===== src/rtl/inst_inject_trace.sv =====
// ----------------------------------------------------------------------------
// inst_inject_trace
//
// Debug block that sits between instruction memory and the decoder.
//   * Injection path: a FIFO of instruction words that, once started, replaces
//     the fetched word stream one word per cycle until it drains or is aborted.
//   * Trace path: a circular buffer recording {PC word index, ALU result,
//     injection status} on every cycle with trace_en set.
//
// Ports
//   clk, reset           : single clock, asynchronous active-high reset
//   inst_mem / inst_out  : fetched word in, word presented to the decoder out
//   push_valid/_data     : offer a word to the injection FIFO
//   push_ready           : FIFO not full
//   inj_start / inj_abort: begin injection / flush FIFO and return to PASS
//   inj_active           : FSM is in INJECT
//   inj_count            : FIFO occupancy
//   pc_in / alu_in       : processor PC and ALU result to be traced
//   trace_en/trace_clear : capture enable / synchronous trace clear
//   trace_rd_idx         : read index, 0 = oldest valid entry
//   trace_rd_pc/_alu/_inj: combinational read of the selected entry
//   trace_count          : valid entries, saturating at TRACE_DEPTH
//   trace_wrapped        : at least one entry has been overwritten
// ----------------------------------------------------------------------------
module inst_inject_trace #(
    parameter int DBITS           = 32,
    parameter int INST_BIT_WIDTH  = 32,
    parameter int INJ_DEPTH       = 16,
    parameter int TRACE_DEPTH     = 16,
    parameter int IMEM_PC_BITS_LO = 2
) (
    input  logic                             clk,
    input  logic                             reset,
    input  logic [INST_BIT_WIDTH-1:0]        inst_mem,
    output logic [INST_BIT_WIDTH-1:0]        inst_out,
    input  logic                             push_valid,
    input  logic [INST_BIT_WIDTH-1:0]        push_data,
    output logic                             push_ready,
    input  logic                             inj_start,
    input  logic                             inj_abort,
    output logic                             inj_active,
    output logic [$clog2(INJ_DEPTH):0]       inj_count,
    input  logic [DBITS-1:0]                 pc_in,
    input  logic [DBITS-1:0]                 alu_in,
    input  logic                             trace_en,
    input  logic                             trace_clear,
    input  logic [$clog2(TRACE_DEPTH)-1:0]   trace_rd_idx,
    output logic [DBITS-1:0]                 trace_rd_pc,
    output logic [DBITS-1:0]                 trace_rd_alu,
    output logic                             trace_rd_inj,
    output logic [$clog2(TRACE_DEPTH):0]     trace_count,
    output logic                             trace_wrapped
);

    localparam int IW = $clog2(INJ_DEPTH);
    localparam int TW = $clog2(TRACE_DEPTH);

    localparam logic [0:0] ST_PASS   = 1'b0;
    localparam logic [0:0] ST_INJECT = 1'b1;

    localparam logic [IW:0] INJ_FULL = (IW+1)'(INJ_DEPTH);
    localparam logic [TW:0] TR_FULL  = (TW+1)'(TRACE_DEPTH);

    // ------------------------------------------------------------------
    // Injection FIFO and FSM
    // ------------------------------------------------------------------
    logic [INST_BIT_WIDTH-1:0] r_inj_mem [INJ_DEPTH];
    logic [IW-1:0]             r_inj_rd_ptr;
    logic [IW-1:0]             r_inj_wr_ptr;
    logic [IW:0]               r_inj_count;
    logic [0:0]                r_state;

    logic                      w_push_acc;
    logic                      w_pop;
    logic [0:0]                w_state_nxt;
    logic [IW:0]               w_inj_count_nxt;

    // Full check uses registered occupancy, so a pop on the same edge
    // cannot make room for a push; abort drops any push on its edge.
    assign w_push_acc = push_valid & (r_inj_count < INJ_FULL) & ~inj_abort;
    assign w_pop      = (r_state == ST_INJECT) & (r_inj_count != {(IW+1){1'b0}});

    // Next FSM state: abort wins, start needs a non-empty FIFO, and the
    // last pop only leaves INJECT when no new word arrives alongside it.
    always_comb begin
        w_state_nxt = r_state;
        if (inj_abort) begin
            w_state_nxt = ST_PASS;
        end else begin
            case (r_state)
                ST_PASS: begin
                    if (inj_start && (r_inj_count != {(IW+1){1'b0}})) begin
                        w_state_nxt = ST_INJECT;
                    end else begin
                        w_state_nxt = ST_PASS;
                    end
                end
                ST_INJECT: begin
                    if (w_pop && (r_inj_count == {{IW{1'b0}}, 1'b1}) && !w_push_acc) begin
                        w_state_nxt = ST_PASS;
                    end else begin
                        w_state_nxt = ST_INJECT;
                    end
                end
                default: w_state_nxt = ST_PASS;
            endcase
        end
    end

    // Next FIFO occupancy; simultaneous push and pop leave it unchanged.
    always_comb begin
        w_inj_count_nxt = r_inj_count;
        if (inj_abort) begin
            w_inj_count_nxt = {(IW+1){1'b0}};
        end else begin
            case ({w_push_acc, w_pop})
                2'b10:   w_inj_count_nxt = r_inj_count + {{IW{1'b0}}, 1'b1};
                2'b01:   w_inj_count_nxt = r_inj_count - {{IW{1'b0}}, 1'b1};
                default: w_inj_count_nxt = r_inj_count;
            endcase
        end
    end

    // FSM state, FIFO pointers and occupancy.
    always_ff @(posedge clk or posedge reset) begin
        if (reset) begin
            r_state      <= ST_PASS;
            r_inj_rd_ptr <= {IW{1'b0}};
            r_inj_wr_ptr <= {IW{1'b0}};
            r_inj_count  <= {(IW+1){1'b0}};
        end else begin
            r_state     <= w_state_nxt;
            r_inj_count <= w_inj_count_nxt;
            if (inj_abort) begin
                r_inj_rd_ptr <= {IW{1'b0}};
                r_inj_wr_ptr <= {IW{1'b0}};
            end else begin
                if (w_push_acc) begin
                    r_inj_wr_ptr <= r_inj_wr_ptr + {{(IW-1){1'b0}}, 1'b1};
                end
                if (w_pop) begin
                    r_inj_rd_ptr <= r_inj_rd_ptr + {{(IW-1){1'b0}}, 1'b1};
                end
            end
        end
    end

    // FIFO storage; contents need no reset because occupancy guards reads.
    always_ff @(posedge clk) begin
        if (w_push_acc) begin
            r_inj_mem[r_inj_wr_ptr] <= push_data;
        end
    end

    assign inst_out   = (r_state == ST_INJECT) ? r_inj_mem[r_inj_rd_ptr] : inst_mem;
    assign push_ready = (r_inj_count < INJ_FULL);
    assign inj_active = (r_state == ST_INJECT);
    assign inj_count  = r_inj_count;

    // ------------------------------------------------------------------
    // Trace buffer
    // ------------------------------------------------------------------
    logic [DBITS-1:0] r_tr_pc  [TRACE_DEPTH];
    logic [DBITS-1:0] r_tr_alu [TRACE_DEPTH];
    logic             r_tr_inj [TRACE_DEPTH];
    logic [TW-1:0]    r_tr_wr_ptr;
    logic [TW:0]      r_tr_count;
    logic             r_tr_wrapped;

    logic             w_tr_wr;
    logic [DBITS-1:0] w_pc_word;
    logic [TW-1:0]    w_tr_base;
    logic [TW-1:0]    w_tr_rd_addr;

    assign w_tr_wr   = trace_en & ~trace_clear;
    assign w_pc_word = pc_in >> IMEM_PC_BITS_LO;

    // Trace write pointer, occupancy and wrap flag.
    always_ff @(posedge clk or posedge reset) begin
        if (reset) begin
            r_tr_wr_ptr  <= {TW{1'b0}};
            r_tr_count   <= {(TW+1){1'b0}};
            r_tr_wrapped <= 1'b0;
        end else if (trace_clear) begin
            r_tr_wr_ptr  <= {TW{1'b0}};
            r_tr_count   <= {(TW+1){1'b0}};
            r_tr_wrapped <= 1'b0;
        end else if (w_tr_wr) begin
            r_tr_wr_ptr <= r_tr_wr_ptr + {{(TW-1){1'b0}}, 1'b1};
            if (r_tr_count < TR_FULL) begin
                r_tr_count <= r_tr_count + {{TW{1'b0}}, 1'b1};
            end else begin
                // Buffer already full: this write overwrites the oldest entry.
                r_tr_wrapped <= 1'b1;
            end
        end
    end

    // Trace storage; the injection bit is the state of the cycle just executed.
    always_ff @(posedge clk) begin
        if (w_tr_wr) begin
            r_tr_pc[r_tr_wr_ptr]  <= w_pc_word;
            r_tr_alu[r_tr_wr_ptr] <= alu_in;
            r_tr_inj[r_tr_wr_ptr] <= inj_active;
        end
    end

    // Until the buffer fills, the oldest entry sits at address 0; after that
    // it is the slot the next write will overwrite.
    assign w_tr_base    = (r_tr_count < TR_FULL) ? {TW{1'b0}} : r_tr_wr_ptr;
    assign w_tr_rd_addr = w_tr_base + trace_rd_idx;

    assign trace_rd_pc   = r_tr_pc[w_tr_rd_addr];
    assign trace_rd_alu  = r_tr_alu[w_tr_rd_addr];
    assign trace_rd_inj  = r_tr_inj[w_tr_rd_addr];
    assign trace_count   = r_tr_count;
    assign trace_wrapped = r_tr_wrapped;

endmodule


===== config.mk =====
export PLATFORM = sky130hd
export DESIGN_NAME = inst_inject_trace
export DESIGN_NICKNAME = d
export VERILOG_FILES = /design/src/rtl/inst_inject_trace.sv
export SDC_FILE = /design/constraint.sdc
export NUM_CORES = 1
export LEC_CHECK = 0
export ABC_AREA = 1
export CAP_MARGIN = 40
export CORE_MARGIN = 4
export CORE_UTILIZATION = 40
export CTS_CLUSTER_DIAMETER = 30
export CTS_CLUSTER_SIZE = 40
export DETAILED_ROUTE_END_ITERATION = 6
export PLACE_DENSITY = 0.62
export REMOVE_ABC_BUFFERS = 1
export SLEW_MARGIN = 20
export SYNTH_ARGS = -nofsm -noshare
export SYNTH_HDL_FRONTEND = slang
export SYNTH_SLANG_ARGS = --single-unit

===== constraint.sdc =====
create_clock -name clk -period 5.3 [get_ports clk]
set_input_delay 0.795 -clock clk [delete_from_list [all_inputs] [get_ports clk]]
set_output_delay 0.795 -clock clk [all_outputs]
set_load 0.05 [all_outputs]

# ---- Word level (Yosys, flattened, before mapping)
# Memories as Yosys holds them, arrays and structs flattened.
# Cells that the tools add are included.
dict set report word_totals {
  reg_bits 24
  memories 4
  output_inout_bits 110
  mem_bits_rw 1520
  latchBits 0
  in_bits 139
  rom_bits 0
}
# memory words word_bits rd rd_clocked_by_memory_dff wr line
set mem_list {}
lappend mem_list {r_inj_mem 16 32 1 0 1 67} ;# logic [INST_BIT_WIDTH-1:0] r_inj_mem [INJ_DEPTH];
lappend mem_list {r_tr_alu 16 32 1 0 1 164} ;# logic [DBITS-1:0] r_tr_alu [TRACE_DEPTH];
lappend mem_list {r_tr_pc 16 30 1 0 1 163} ;# logic [DBITS-1:0] r_tr_pc [TRACE_DEPTH];
lappend mem_list {r_tr_inj 16 1 1 0 1 165} ;# logic r_tr_inj [TRACE_DEPTH];
dict set report classes {
  shift 0
  n_addsub 7
  n_reduce_logical 12
  n_mux 24
  n_eq_ne 4
  div 0
  n_mul 0
  n_lt_le_gt_ge 2
  n_bitwise 7
}
# op n
set ops {}
lappend ops {{$mux W32} 1}
lappend ops {{$mux W4} 7}
lappend ops {{$mux W5} 4}
lappend ops {{$add A4 B1 Y4 const B} 3}
lappend ops {{$add A5 B1 Y5 const B} 2}
lappend ops {{$lt A5 B5 Y1 const B} 2}
lappend ops {{$mux W1} 10}
lappend ops {{$pmux W5 S2} 1}
lappend ops {{$reduce_bool A2 Y1} 4}
lappend ops {{$eq A5 B1 Y1 const B} 1}
lappend ops {{$reduce_bool A5 Y1} 1}
lappend ops {{$sub A5 B1 Y5 const B} 1}
lappend ops {{$add A4 B4 Y4} 1}
lappend ops {{$and A1 B1 Y1} 4}
lappend ops {{$reduce_and A2 Y1} 2}
lappend ops {{$logic_and A1 B1 Y1} 3}
lappend ops {{$not A1 Y1} 3}
lappend ops {{$reduce_bool A3 Y1} 1}
lappend ops {{$eq A2 B1 Y1 const B} 1}
lappend ops {{$eq A2 B2 Y1 const B} 1}
lappend ops {{$ne A2 B2 Y1 const B} 1}
lappend ops {{$pmux W1 S2} 1}
lappend ops {{$logic_not A1 Y1} 1}

# ---- Logic depth before layout (Yosys ltp)
# Gate-level depths: netlist (run 1).
dict set report depth {
  depth_word 8
  mapped_depth 13
  depth_no_buf 10
}

# ---- Worst setup path before layout (run 1)
# No wires, ideal clock.
dict set report synth_timing {
  path_type {input port to flip-flop}
  start {input port trace_en}
  end {memory r_tr_alu[0][0] (enable)}
  n_path_buf 0
  t_arrival_ps 3881
  slack_ps 934
  setup_time_ps 484
  path_stages 4
  path_cell_list {inv_1 nor2_1 nand2_1 nor2_1}
}
dict set report synth_between {
  elab_chain_cells 3
}
# item line
set synth_lines {}
lappend synth_lines {{start: declaration} 45} ;# input logic trace_en,
lappend synth_lines {{$and A1 B1 Y1} 175} ;# assign w_tr_wr = trace_en & ~trace_clear;
lappend synth_lines {{$mux W1} 201} ;# if (w_tr_wr) begin
lappend synth_lines {{$mux W1 (not written as such)} 203} ;# r_tr_alu[r_tr_wr_ptr] <= alu_in;
lappend synth_lines {{end: declaration} 164}
# No other way between the ends.

# ---- Worst setup path in the final report (run 1)
dict set report layout_timing {
  start {register r_inj_rd_ptr[1]}
  end {output port inst_out[26]}
}
dict set report layout_between {
  elab_chain_cells 2
}
# item line
set layout_lines {}
lappend layout_lines {{start: declaration} 68} ;# logic [IW-1:0] r_inj_rd_ptr;
lappend layout_lines {{start signal: assignment} 128} ;# r_inj_rd_ptr <= {IW{1'b0}};
lappend layout_lines {{start signal: assignment} 135} ;# r_inj_rd_ptr <= {IW{1'b0}};
lappend layout_lines {{start signal: assignment} 142} ;# r_inj_rd_ptr <= r_inj_rd_ptr + {{(IW-1){1'b0}}, 1'b1};
lappend layout_lines {{$mem_v2 Z16 W32} -}
lappend layout_lines {{$mux W32} 155} ;# assign inst_out = (r_state == ST_INJECT) ? r_inj_mem[r_inj_rd_ptr] : inst_mem;
lappend layout_lines {{end: declaration} 35} ;# output logic [INST_BIT_WIDTH-1:0] inst_out,
# No other way between the ends.

==> results of run 1 <==
-- worst max path at each step --
stage	end	slack, ps	depth (start not counted)
final	inst_out[26]	430	10
after global routing	inst_out[10]	240	10
after CTS	inst_out[26]	380	10
after detailed placement	trace_rd_pc[10]	720	11
after global placement	trace_rd_alu[24]	700	11
after floorplan	trace_rd_alu[0]	-12770	5
-- layout by cell type (no fill, tap or decap), types with 62 or more instances in the layout --
master,synthesis,layout
edfxtp_1,1520,1520
nand2_1,1318,1318
nand3_1,715,715
inv_1,537,535
o211ai_1,378,378
clkbuf_16,0,346
clkdlybuf4s50_1,0,181
o21ai_0,148,148
a21oi_1,137,137
buf_12,0,105
buf_4,5,77
clkinv_2,0,63
and2_1,62,62
-- synthesized netlist by cell type (2+ instances only) --
cell type	number
buf_4	5
a21oi_1	137
nand3_1	715
xnor2_2	2
inv_1	537
clkbuf_1	129
inv_2	2
o211ai_1	378
buf_1	44
and2_0	2
o21ai_0	148
xor2_1	6
buf_6	8
edfxtp_1	1520
dfrtp_1	24
buf_2	136
nor2_1	45
and2_1	62
ha_1	17
nand2_1	1318
-- flip-flops by register name (all words and copies together) (netlist names) --
name	flops
inj_active	1
inj_count	5
r_inj_mem	512
r_inj_rd_ptr	4
r_inj_wr_ptr	4
r_tr_alu	512
r_tr_inj	16
r_tr_pc	480
r_tr_wr_ptr	4
trace_count	5
trace_wrapped	1
-- routing by layer --
layer / wire length, um / part of all wire / vias up
met1: 66000 / 0.42 / 19890
met3: 10740 / 0.068 / 330
met5: 27 / 0.00017 / -
met2: 77110 / 0.49 / 1286
met4: 4287 / 0.027 / 4
li1: - / - / 19330
-- per-stage QoR --
stage | setup slack [ps] | TNS (ps) | instance area [um2] | total power [mW]
2_1_floorplan | -12770 | -1017300 | 62030 | 15.65
4_1_cts | 380.2 | 0 | 80570 | 36.92
6_report | 426.0 | 0 | 80600 | 36.60
5_1_grt | 241.0 | 0 | 80580 | 37.80
3_5_place_dp | 719.7 | 0 | 69470 | 16.61
3_3_place_gp | 701.6 | 0 | 69330 | 16.57
-- critical path, delay by kind of cell (launching register included) --
family	cells	cell delay, ps
simple gates	7	700
flops	1	860
buf+inv	3	1620
-- power breakdown --
| group | internal [mW] | switching, mW |
|---|---|---|
| Sequential | 13.6 | 0.0567 |
| Clock | 13.9 | 6.30 |
| Combinational | 0.909 | 1.86 |
| Total | 28.4 | 8.21 |
-- cell type report --
type / instances / area (um2) / share of cell area
inverter: 541 / 2048 / 0.02541
clock inverter: 212 / 2292 / 0.02844
multi-input combinational: 2839 / 14020 / 0.1739
sequential: 1544 / 46250 / 0.5738
antenna: 13 / 32.53 / 0.0004036
clock buffer: 386 / 8808 / 0.1093
timing repair buffer: 366 / 4574 / 0.05675
tap: 2058 / 2575 / 0.03195
-- cell families (layout without fill, tap and decap cells) --
logic type,Yosys count,in the layout,synth area share
other cells,1,15,0.00005907
fa+ha+maj,18,18,0.003666
buf+inv,863,1505,0.05499
compound gates,666,666,0.06757
flops,1544,1544,0.7285
xor+xnor,9,9,0.001774
simple gates,2144,2144,0.1435
==> impl_metrics.env, run 1 <==
export IMPL_met2_usage=0.3182
export IMPL_maxSlewViolCount=0
export IMPL_clock_latency_ps=880
export IMPL_cp_startpoint="r_inj_rd_ptr[1]"
export IMPL_cap_violations=0
export IMPL_hpwl_um=81120
export IMPL_nets=5788
export IMPL_min_period_ps=4874
export IMPL_first_pass_iters=6
export IMPL_met3_usage=0.04077
export IMPL_start_util=0.4045
export IMPL_r2r_setup_slack_ps=2650
export IMPL_max_freq_mhz=205.2
export IMPL_row_count=145
export IMPL_synthCells=5245
export IMPL_clk_pin_slew_ps=50
export IMPL_finClkSkew_ps=75.91
export IMPL_crit_path_start_kind="flop"
export IMPL_htree_levels=5
export IMPL_path_class="flop to output port"
export IMPL_post_cts_buffers=0
export IMPL_timing_final_crit_share=0.9196
export IMPL_synth_area_leader_cell="edfxtp_1"
export IMPL_hold_viol=0
export IMPL_syn_area_um2=63480
export IMPL_cts_hold_buf=0
export IMPL_synthTopCellsByArea="edfxtp_1 (72%), nand2_1 (7.8%), nand3_1 (5.6%)"
export IMPL_async_flop_share=0.01554
export IMPL_ys_flop_type="edfxtp_1"
export IMPL_grt_max_degree=189
export IMPL_clockRootBuffer="clkbuf_16"
export IMPL_r2r_cells=4
export IMPL_drt_total_wl_um=158200
export IMPL_post_drt_wl_per_cell_um=19.87
export IMPL_drive_gt1_frac=0.1253
export IMPL_grt_setup_unrepaired="no"
export IMPL_powerDensity_nw_per_um2=454.1
export IMPL_grt_total_usage=0.1891
export IMPL_worstReg2RegEnd="r_inj_mem[13][30]"
export IMPL_detail_route_antenna_nets=0
export IMPL_num_vias=40840
export IMPL_holdWs_ps=308.4
export IMPL_cts_tree="done"
export IMPL_avgViaCountPerCell=5.131
export IMPL_grt_pass1_vias=39700
export IMPL_cts_buffer_depth=4
export IMPL_cp_max_fo=48
export IMPL_yosys_cell_types_count=30
export IMPL_dieArea_um2=165100
export IMPL_relSlewSlack=0.2549
export IMPL_r2r_start="inj_count[4]"
export IMPL_worst_setup_path_end_kind="output port"
export IMPL_gp_congestion=0.7520
export IMPL_gr_total_overflow=0
export IMPL_syn_to_final_growth_pct=26.98
export IMPL_fillers=12890
export IMPL_path_cells="inv_4, buf_4, nand3_1, nand3_1, nand2_1, nand2_1, nand2_1, nand2_1, nand2_1, clkdlybuf4s50_1"
export IMPL_grt_busiest_layer="met2"
export IMPL_dieHeight_um=406.4
export IMPL_ys_ff_latch=1544
export IMPL_synthDominantCellAreaShare=0.7190
export IMPL_cts_resized=0
export IMPL_status="finished clean"
export IMPL_port_buffer_count=244
export IMPL_placed_cells=7348
export IMPL_grt_pass1_wl_um=238100
export IMPL_antenna_found_initial=15
export IMPL_io_pins=249
export IMPL_ys_warnings_count=0
export IMPL_cts_sinks=1544
export IMPL_arrival_ps=4080
export IMPL_avgSynthCellArea_um2=12.10
export IMPL_slowest_delay_ps=860
export IMPL_grt_use_met1=0.2419
export IMPL_worstHoldPathType="primary input to asynchronous set/reset pin"
export IMPL_crit_slowest_cell="dfrtp_4"
export IMPL_tightestPinTransition_ps=1118
export IMPL_drc=0
export IMPL_fp_dieW_um=406.4
export IMPL_drt_iter0_drc=3303
export IMPL_instances_no_fill=7959
export IMPL_ir_worst_vdd_uv=333.4
export IMPL_cp_common_cell="nand2_1"
export IMPL_core_area_um2=156900
export IMPL_power_leakage_nw=30.08
export IMPL_final_setup_viol_count=0
export IMPL_ys_seq_area_frac=0.7285
export IMPL_utilization=0.5136
export IMPL_synth_enable_flop_cells=1520
export IMPL_cts_made_buffers=339
export IMPL_required_ps=4510
(Power assumes the default switching activity.)
==> run 2, diff against run 1 <==
Settings changed: SETUP_SLACK_MARGIN from default to 0.1.
==> results of run 2 <==
Final layout, timing and power as in run 1 (identical DEF).
